==> src/rtl/ysyx_idu_scb_if.sv <==
// rtl/ysyx_idu_scb_if.sv - IFU/regfile/bypass/writeback/EXU signal bundle for ysyx_idu_scb
// Ports (slave = decode/issue side):
//   in_valid/in_ready/in_inst/in_pc/in_spec : instruction push from IFU
//   flush                                   : kill buffered instructions and scoreboard
//   rf_raddr1/2 -> rf_rdata1/2              : combinational regfile read of head sources
//   fwd_valid/fwd_rd/fwd_data               : N_FWD bypass channels, channel 0 in low bits
//   wb_valid/wb_rd                          : one retired write per cycle
//   out_valid/out_ready/out_inst/out_pc/out_rs1v/out_rs2v/out_spec : issue to EXU
//   stall_raw                               : head blocked by RAW hazard
interface ysyx_idu_scb_if #(
  parameter int XLEN   = 32,
  parameter int NR_REG = 16,
  parameter int N_FWD  = 2
);
  localparam int RW = $clog2(NR_REG);

  logic                    in_valid;
  logic                    in_ready;
  logic [31:0]             in_inst;
  logic [XLEN-1:0]         in_pc;
  logic                    in_spec;
  logic                    flush;
  logic [RW-1:0]           rf_raddr1;
  logic [RW-1:0]           rf_raddr2;
  logic [XLEN-1:0]         rf_rdata1;
  logic [XLEN-1:0]         rf_rdata2;
  logic [N_FWD-1:0]        fwd_valid;
  logic [N_FWD*RW-1:0]     fwd_rd;
  logic [N_FWD*XLEN-1:0]   fwd_data;
  logic                    wb_valid;
  logic [RW-1:0]           wb_rd;
  logic                    out_valid;
  logic                    out_ready;
  logic [31:0]             out_inst;
  logic [XLEN-1:0]         out_pc;
  logic [XLEN-1:0]         out_rs1v;
  logic [XLEN-1:0]         out_rs2v;
  logic                    out_spec;
  logic                    stall_raw;

  modport slave (
    input  in_valid, in_inst, in_pc, in_spec, flush,
    input  rf_rdata1, rf_rdata2,
    input  fwd_valid, fwd_rd, fwd_data,
    input  wb_valid, wb_rd,
    input  out_ready,
    output in_ready, rf_raddr1, rf_raddr2,
    output out_valid, out_inst, out_pc, out_rs1v, out_rs2v, out_spec, stall_raw
  );

  modport master (
    output in_valid, in_inst, in_pc, in_spec, flush,
    output rf_rdata1, rf_rdata2,
    output fwd_valid, fwd_rd, fwd_data,
    output wb_valid, wb_rd,
    output out_ready,
    input  in_ready, rf_raddr1, rf_raddr2,
    input  out_valid, out_inst, out_pc, out_rs1v, out_rs2v, out_spec, stall_raw
  );
endinterface

==> src/rtl/ysyx_idu_scb.sv <==
// rtl/ysyx_idu_scb.sv - decode/issue front-end: instruction FIFO, write scoreboard, operand bypass
// Ports:
//   clk : clock
//   rst : synchronous active-high reset (same effect as flush, plus outputs back to idle)
//   bus : ysyx_idu_scb_if.slave, all IFU/regfile/bypass/writeback/EXU signals
module ysyx_idu_scb #(
  parameter int XLEN   = 32,
  parameter int NR_REG = 16,
  parameter int DEPTH  = 2,
  parameter int N_FWD  = 2,
  parameter int CNT_W  = 2
) (
  input  logic           clk,
  input  logic           rst,
  ysyx_idu_scb_if.slave  bus
);
  localparam int RW = $clog2(NR_REG);
  localparam int PW = $clog2(DEPTH);
  localparam logic [CNT_W-1:0] CNT_MAX = '1;
  localparam logic [PW:0]      FULL_CNT = (PW+1)'(DEPTH);

  localparam logic [6:0] OP_LUI    = 7'b0110111;
  localparam logic [6:0] OP_AUIPC  = 7'b0010111;
  localparam logic [6:0] OP_JAL    = 7'b1101111;
  localparam logic [6:0] OP_JALR   = 7'b1100111;
  localparam logic [6:0] OP_BRANCH = 7'b1100011;
  localparam logic [6:0] OP_LOAD   = 7'b0000011;
  localparam logic [6:0] OP_STORE  = 7'b0100011;
  localparam logic [6:0] OP_IMM    = 7'b0010011;
  localparam logic [6:0] OP_OP     = 7'b0110011;
  localparam logic [6:0] OP_SYSTEM = 7'b1110011;

  // FIFO storage is not reset; every consumer is masked by the empty flag.
  logic [31:0]      inst_q [DEPTH];
  logic [XLEN-1:0]  pc_q   [DEPTH];
  logic             spec_q [DEPTH];
  logic [PW-1:0]    wptr_q, rptr_q;
  logic [PW:0]      cnt_q;

  logic [CNT_W-1:0] sb_q [NR_REG];
  logic [CNT_W-1:0] sb_d [NR_REG];

  logic             empty, full;
  logic [31:0]      h_inst;
  logic [6:0]       opc;
  logic [RW-1:0]    rs1, rs2, rd;
  logic             use1, use2, wr;
  logic             m1, m2;
  logic [XLEN-1:0]  v1, v2;
  logic             haz, strc;
  logic             issue, push, fire;

  assign empty  = (cnt_q == '0);
  assign full   = (cnt_q == FULL_CNT);
  assign h_inst = inst_q[rptr_q];
  assign opc    = h_inst[6:0];
  assign rs1    = h_inst[15 +: RW];
  assign rs2    = h_inst[20 +: RW];
  assign rd     = h_inst[7 +: RW];

  always_comb begin
    use1 = !(opc == OP_LUI || opc == OP_AUIPC || opc == OP_JAL);
    use2 = (opc == OP_BRANCH || opc == OP_STORE || opc == OP_OP);
    wr   = (opc == OP_LUI || opc == OP_AUIPC || opc == OP_JAL || opc == OP_JALR ||
            opc == OP_LOAD || opc == OP_IMM || opc == OP_OP || opc == OP_SYSTEM) &&
           (rd != '0);
  end

  // Walk channels high to low so the lowest matching index ends up winning.
  always_comb begin
    m1 = 1'b0;
    m2 = 1'b0;
    v1 = bus.rf_rdata1;
    v2 = bus.rf_rdata2;
    for (int i = N_FWD - 1; i >= 0; i--) begin
      if (bus.fwd_valid[i] && bus.fwd_rd[i*RW +: RW] == rs1) begin
        m1 = 1'b1;
        v1 = bus.fwd_data[i*XLEN +: XLEN];
      end
      if (bus.fwd_valid[i] && bus.fwd_rd[i*RW +: RW] == rs2) begin
        m2 = 1'b1;
        v2 = bus.fwd_data[i*XLEN +: XLEN];
      end
    end
    if (rs1 == '0) v1 = '0;
    if (rs2 == '0) v2 = '0;
  end

  // x0 never carries a pending write, so its sources cannot raise a hazard.
  assign haz  = !empty && ((use1 && sb_q[rs1] != '0 && !m1) ||
                           (use2 && sb_q[rs2] != '0 && !m2));
  assign strc = !empty && wr && (sb_q[rd] == CNT_MAX);

  assign issue = !empty && !haz && !strc && !bus.flush && !rst;
  assign fire  = issue && bus.out_ready;
  assign push  = bus.in_valid && bus.in_ready;

  assign bus.in_ready  = !bus.flush && (!full || fire);
  assign bus.out_valid = issue;
  assign bus.stall_raw = haz;
  assign bus.rf_raddr1 = rs1;
  assign bus.rf_raddr2 = rs2;
  assign bus.out_rs1v  = v1;
  assign bus.out_rs2v  = v2;
  assign bus.out_inst  = empty ? '0 : h_inst;
  assign bus.out_pc    = empty ? '0 : pc_q[rptr_q];
  assign bus.out_spec  = empty ? 1'b0 : spec_q[rptr_q];

  // Issue and retire to the same register cancel, so the counter never sees
  // a transient overflow or underflow.
  always_comb begin
    for (int r = 0; r < NR_REG; r++) begin
      logic inc, dec;
      inc     = fire && wr && (rd == RW'(r));
      dec     = bus.wb_valid && (bus.wb_rd == RW'(r));
      sb_d[r] = sb_q[r];
      if (r == 0) begin
        sb_d[r] = '0;
      end else if (inc && !dec) begin
        sb_d[r] = sb_q[r] + 1'b1;
      end else if (dec && !inc && sb_q[r] != '0) begin
        sb_d[r] = sb_q[r] - 1'b1;
      end
    end
  end

  always_ff @(posedge clk) begin
    if (rst || bus.flush) begin
      wptr_q <= '0;
      rptr_q <= '0;
      cnt_q  <= '0;
      for (int r = 0; r < NR_REG; r++) sb_q[r] <= '0;
    end else begin
      if (push) begin
        inst_q[wptr_q] <= bus.in_inst;
        pc_q[wptr_q]   <= bus.in_pc;
        spec_q[wptr_q] <= bus.in_spec;
        wptr_q         <= wptr_q + 1'b1;
      end
      if (fire) rptr_q <= rptr_q + 1'b1;
      case ({push, fire})
        2'b10:   cnt_q <= cnt_q + 1'b1;
        2'b01:   cnt_q <= cnt_q - 1'b1;
        default: cnt_q <= cnt_q;
      endcase
      for (int r = 0; r < NR_REG; r++) sb_q[r] <= sb_d[r];
    end
  end
endmodule

==> src/flat_wrapper.sv <==
// flat-port wrapper written by rule: the top's interface ports become plain ports
module ysyx_idu_scb_flat 
#(
  parameter int XLEN   = 32,
  parameter int NR_REG = 16,
  parameter int DEPTH  = 2,
  parameter int N_FWD  = 2,
  parameter int CNT_W  = 2
)
  (clk, rst, bus_in_valid, bus_in_inst, bus_in_pc, bus_in_spec, bus_flush, bus_rf_rdata1, bus_rf_rdata2, bus_fwd_valid, bus_fwd_rd, bus_fwd_data, bus_wb_valid, bus_wb_rd, bus_out_ready, bus_in_ready, bus_rf_raddr1, bus_rf_raddr2, bus_out_valid, bus_out_inst, bus_out_pc, bus_out_rs1v, bus_out_rs2v, bus_out_spec, bus_stall_raw);
  ysyx_idu_scb_if #(.XLEN(XLEN), .NR_REG(NR_REG), .N_FWD(N_FWD)) bus_i ();
  input  logic clk;
  input  logic rst;
  input wire logic [$bits(bus_i.in_valid)-1:0] bus_in_valid;
  input wire logic [$bits(bus_i.in_inst)-1:0] bus_in_inst;
  input wire logic [$bits(bus_i.in_pc)-1:0] bus_in_pc;
  input wire logic [$bits(bus_i.in_spec)-1:0] bus_in_spec;
  input wire logic [$bits(bus_i.flush)-1:0] bus_flush;
  input wire logic [$bits(bus_i.rf_rdata1)-1:0] bus_rf_rdata1;
  input wire logic [$bits(bus_i.rf_rdata2)-1:0] bus_rf_rdata2;
  input wire logic [$bits(bus_i.fwd_valid)-1:0] bus_fwd_valid;
  input wire logic [$bits(bus_i.fwd_rd)-1:0] bus_fwd_rd;
  input wire logic [$bits(bus_i.fwd_data)-1:0] bus_fwd_data;
  input wire logic [$bits(bus_i.wb_valid)-1:0] bus_wb_valid;
  input wire logic [$bits(bus_i.wb_rd)-1:0] bus_wb_rd;
  input wire logic [$bits(bus_i.out_ready)-1:0] bus_out_ready;
  output wire logic [$bits(bus_i.in_ready)-1:0] bus_in_ready;
  output wire logic [$bits(bus_i.rf_raddr1)-1:0] bus_rf_raddr1;
  output wire logic [$bits(bus_i.rf_raddr2)-1:0] bus_rf_raddr2;
  output wire logic [$bits(bus_i.out_valid)-1:0] bus_out_valid;
  output wire logic [$bits(bus_i.out_inst)-1:0] bus_out_inst;
  output wire logic [$bits(bus_i.out_pc)-1:0] bus_out_pc;
  output wire logic [$bits(bus_i.out_rs1v)-1:0] bus_out_rs1v;
  output wire logic [$bits(bus_i.out_rs2v)-1:0] bus_out_rs2v;
  output wire logic [$bits(bus_i.out_spec)-1:0] bus_out_spec;
  output wire logic [$bits(bus_i.stall_raw)-1:0] bus_stall_raw;
  assign bus_i.in_valid = bus_in_valid;
  assign bus_i.in_inst = bus_in_inst;
  assign bus_i.in_pc = bus_in_pc;
  assign bus_i.in_spec = bus_in_spec;
  assign bus_i.flush = bus_flush;
  assign bus_i.rf_rdata1 = bus_rf_rdata1;
  assign bus_i.rf_rdata2 = bus_rf_rdata2;
  assign bus_i.fwd_valid = bus_fwd_valid;
  assign bus_i.fwd_rd = bus_fwd_rd;
  assign bus_i.fwd_data = bus_fwd_data;
  assign bus_i.wb_valid = bus_wb_valid;
  assign bus_i.wb_rd = bus_wb_rd;
  assign bus_i.out_ready = bus_out_ready;
  assign bus_in_ready = bus_i.in_ready;
  assign bus_rf_raddr1 = bus_i.rf_raddr1;
  assign bus_rf_raddr2 = bus_i.rf_raddr2;
  assign bus_out_valid = bus_i.out_valid;
  assign bus_out_inst = bus_i.out_inst;
  assign bus_out_pc = bus_i.out_pc;
  assign bus_out_rs1v = bus_i.out_rs1v;
  assign bus_out_rs2v = bus_i.out_rs2v;
  assign bus_out_spec = bus_i.out_spec;
  assign bus_stall_raw = bus_i.stall_raw;
  ysyx_idu_scb #(.XLEN(XLEN), .NR_REG(NR_REG), .DEPTH(DEPTH), .N_FWD(N_FWD), .CNT_W(CNT_W)) u_core (.clk(clk), .rst(rst), .bus(bus_i));
endmodule
==> config.mk <==
export PLATFORM = sky130hd
export DESIGN_NAME = ysyx_idu_scb_flat
export DESIGN_NICKNAME = d
export VERILOG_FILES = /design/src/rtl/ysyx_idu_scb_if.sv /design/src/rtl/ysyx_idu_scb.sv /design/src/flat_wrapper.sv
export SDC_FILE = /design/constraint.sdc
export NUM_CORES = 1
export LEC_CHECK = 0
export CAP_MARGIN = 15
export CORE_MARGIN = 2
export CORE_UTILIZATION = 49
export DETAILED_ROUTE_END_ITERATION = 6
export PLACE_DENSITY_LB_ADDON = 0.08
export SKIP_LAST_GASP = 1
export SYNTH_ARGS = -nofsm -noshare
export SYNTH_HDL_FRONTEND = slang
export SYNTH_SLANG_ARGS = --single-unit
==> constraint.sdc <==
create_clock -name clk -period 29.9 [get_ports clk]
set_input_delay 8.97 -clock clk [delete_from_list [all_inputs] [get_ports clk]]
set_output_delay 8.97 -clock clk [all_outputs]
set_load 0.005 [all_outputs]
==> reports/qor_table.md <==
| Metric | This run |
|---|---|
| Run status | finished, final reports clean |
| Compound-Gate Fraction of Synth Area | 13.6% |
| Int Power | 0.425 mW |
| Critical Path End Type | output pin |
| Mapped Area | 9820 um2 |
| Basic-gate share of the synthesized area counting and, or, nand and nor cells | 17.4% |
| Biggest area consumer among synthesized cells | edfxtp_1 |
| Data arrival time of the critical path | 12,270 ps |
| Fraction of synthesized cell area in xor and xnor cells | 1.70% |
| Switching power as a share of total power | 24.6% |
| Sequential element share of the synthesized area | 46.9% |
| Die Height | 146 um |
| EDFF count, synth | 130 |
| Worst Setup Path Type | input port to output pin |
| Post-route met1 wirelength | 13,000 um |
| Fraction of layout instances using a drive strength above 1 | 6.45% |
| Nature of the critical path startpoint | input port |
| Multiplexer share of the synthesized area | 16.7% |
| Number of design-rule violations left by the first detailed-router iteration | 738 |
| Power Density | 39.8 nW/um2 |
| H-tree depth | 4 |
| Detailed-routed wire length on met3 | 2580 um |
| Most used DFF post-synth | edfxtp_1 |
| RSZ-0062 raised after global routing | no |
| CTS buffer count | 17 |
| Uppermost metal layer occupied by signal nets | met5 |
| Io pins | 353 |
| Effective utilization at floorplan | 50.1% |
| Die footprint | 21,200 um2 |
| Maximum vdd drop | 0.0501 mV |
| Final worst setup slack | 8660 ps |
| Avg Vias per Cell | 5.69 |
| Number of buffers added to fix hold violations after cts | 0 |
| Cell types occupying the most area after synthesis | edfxtp_1 (40%), mux2i_1 (15%), nor2_1 (7.2%), dfxtp_1 (7.1%), a211oi_1 (5.8%) |
| Portion of total power attributed to sequential cells | 44.9% |
| Maximum cell stage delay along the critical path | 500 ps |
| Final WL | 32,300 um |
| Routed length per instance | 20.6 um |
| Post-Route Skew | 17.0 ps |
| Post-placement cell area | 13,500 um2 |
| Main combinational cell family by area after synthesis | simple AND/OR/NAND/NOR gates |
| Placement row count | 51 |
| Standard cell with the maximum stage delay on the critical path | clkdlybuf4s50_1 |
| Vias | 8,933 |
| Final hold viol count | 0 |
| Number of nets in the layout | 1,504 |
| Setup tns final | 0 ps |
| Post-Place Worst Slack | 8700 ps |
| Global router's overall resource usage | 30.1% |
| Fraction of the cycle the final worst path needs | 71.1% |
| Worst-Margin Slew | 1100 ps |
| Fin. max-slew vios | 0 |
| Reported leakage power | 5.21 nW |
| Power spent charging and discharging nets | 0.138 mW |
| Worst-skew pair later-pin latency | 430 ps |
| Share of the synthesized area in the top cell type | 39.8% |
| Total global routing overflow | 0 |
| Yosys warns | 0 |
| Number of global-route vias before repair | 8,683 |
| Antenna violation net count after detailed routing | 0 |
| Post-Synthesis Cells | 970 |
| List of cells traversed by the critical path | clkdlybuf4s50_1, xor2_1, nor3_1, nand3_2, buf_4, o2111a_2, nor4b_4, o21ba_2, clkdlybuf4s50_1 |
| Max Clk Rate | 47.1 MHz |
| Clock buffer depth | 2 |
| Post-CTS Setup Inserts | 0 |
| DRC violation count after routing | 0 |
| CTS tree | done |
| Final setup viols | 0 |
| Synth-to-Final Area Change | 44.0% |
| Horizontal die dimension | 146 um |
| Number of max-capacitance violations reported | 0 |
| Clock share of power | 39.3% |
| Number of buffers and inverters on the critical path | 3 |
| FF+latch count, synth | 165 |
| Post-CTS sizing | 0 |
| Synth cell types | 69 |
| Core Region | 19,600 um2 |
| Final core utilization | 72.2% |
| Worst slew margin relative to its limit | 24.9% |
| Final GP Congestion | 0.977 |
| Clock Root Buffer | clkbuf_16 |
| Share of flip-flops with an asynchronous set or reset | 0% |
| Final std cell area, no fill | 14,100 um2 |
| Initial antenna violation count | 3 |
| DR pass1 iterations | 5 |
| Number of buffers inserted by port buffering | 352 |
| Clock-pin slew on the worst setup and hold paths | 80 ps |
| Tmin final | 21,240 ps |
| Part of the total power dissipated in combinational logic | 15.8% |
| Detail Route met2 WL | 15,700 um |
| Adder-cell area share of the yosys netlist | 0.127% |
| CP Data Required Time | 20,930 ps |
| Mapped Nets | 1,184 |
| Number of clock sinks | 165 |
| Global-route wire length before repair | 49,600 um |
| Class of the tightest hold or removal check | register to register |
| Biggest fanout along the worst timing path | 39 |
| Cell family with most CP delay | buffers and inverters |
| Most common cell on crit path | clkdlybuf4s50_1 |
| Maximum number of pins on one net before global-route repair | 66 |
| Post-synthesis area per instance | 10.1 um2 |
| Half-perimeter wire length of the detailed placement result | 23,800 um |
## logic make-up (layout without fill, tap and decap cells)
family / Yosys count / after routing
mux: 157 / 157
buf+inv: 79 / 412
xor+xnor: 19 / 19
fa+ha+maj: 1 / 1
other cells: 0 / 1
compound gates: 170 / 170
flops: 165 / 165
simple gates: 379 / 379
## through the flow
| step | power [mW] | hold WS [ps] | instances |
|---|---|---|---|
| 6_report | 0.563 | 471 | 1569 |
| 5_1_grt | 0.580 | 529 | 1568 |
| 4_1_cts | 0.565 | 476 | 1568 |
| 3_5_place_dp | 0.346 | 464 | 1536 |
| 3_3_place_gp | 0.345 | 455 | 1536 |
| 2_1_floorplan | 0.287 | 442 | 970 |
## routing by layer
metal / global-route usage, % / vias up
met4: 10.8 / 4
li1: - / 4286
met2: 51.0 / 390
met1: 36.8 / 4200
met3: 8.59 / 53
met5: 0 / -
## Yosys cell counts (3+ instances only)
master and instances:
mux2i_2 4, a211oi_1 76, nor4_1 6, nor2_1 188, and3_1 8, nand2_1 96
clkbuf_1 36, nor4b_1 7, o211ai_1 19, a22o_1 7, o32ai_1 5, or4_1 6
o21bai_1 4, nor3b_1 3, nor2b_1 4, dfxtp_1 35, nor3_1 11, mux2_2 4
mux2i_4 3, mux2i_1 144, nand4b_1 3, xnor2_1 15, xor2_1 4, nand4_1 5
or3_1 4, o221ai_1 3, edfxtp_1 130, or2_2 3, a21oi_1 10, buf_1 15
nand3_1 17, inv_1 14, a2111o_1 14, buf_2 6, o21ai_0 8, buf_6 4
and2_1 7
## state kept, by name (all words and copies together) (netlist names), named ones only
signal	cells
u_core.cnt_q	2
u_core.inst_q	64
u_core.pc_q	64
u_core.rptr_q	1
u_core.sb_q	30
u_core.spec_q	2
u_core.wptr_q	1
## path summary, 6_finish.rpt
kind | endpoint | slack (ps) | from | cells past startpoint
max | bus_in_ready | 8660 | bus_fwd_rd[0] | 9
min | u_core.wptr_q | 470 | u_core.wptr_q | 2
max reg2reg | u_core.inst_q[1][18] | 24390 | register | 10
min reg2reg | u_core.wptr_q | 470 | u_core.wptr_q | 2
## cell type report
class / instances / area (um2)
Clock inverter: 14 / 179
Inverter: 15 / 56.3
Antenna cell: 1 / 2.50
Fill cell: 1446 / 5450
Clock buffer: 18 / 429
Tap cell: 265 / 332
Multi-Input combinational cell: 726 / 4910
Timing Repair Buffer: 365 / 3620
Sequential cell: 165 / 4610
## tightest hold or removal path: cells and delay by family, from the launching register on
kind | cells | cell delay, ps
flip-flops | 1 | 320
multiplexers | 1 | 50
AND/OR/NAND/NOR | 1 | 50
## power groups by stage
stage	Clock, mW	Sequential (mW)	Combinational [mW]
2_1_floorplan	0	0.258	0.0295
3_3_place_gp	0	0.257	0.0875
3_5_place_dp	0	0.258	0.0884
4_1_cts	0.224	0.252	0.0890
5_1_grt	0.232	0.253	0.0949
6_report	0.221	0.253	0.0891
## cells in the final DEF (no fill, tap or decap), drive strengths merged, types with 13 or more instances in the layout
cell	instances
clkdlybuf4s50	352
nor2	188
mux2i	151
edfxtp	130
nand2	96
a211oi	76
dfxtp	35
inv	23
o211ai	19
clkbuf	18
nand3	17
xnor2	15
a2111o	14
buf	13
nor3	13
Power figures use the tool's default switching activity.
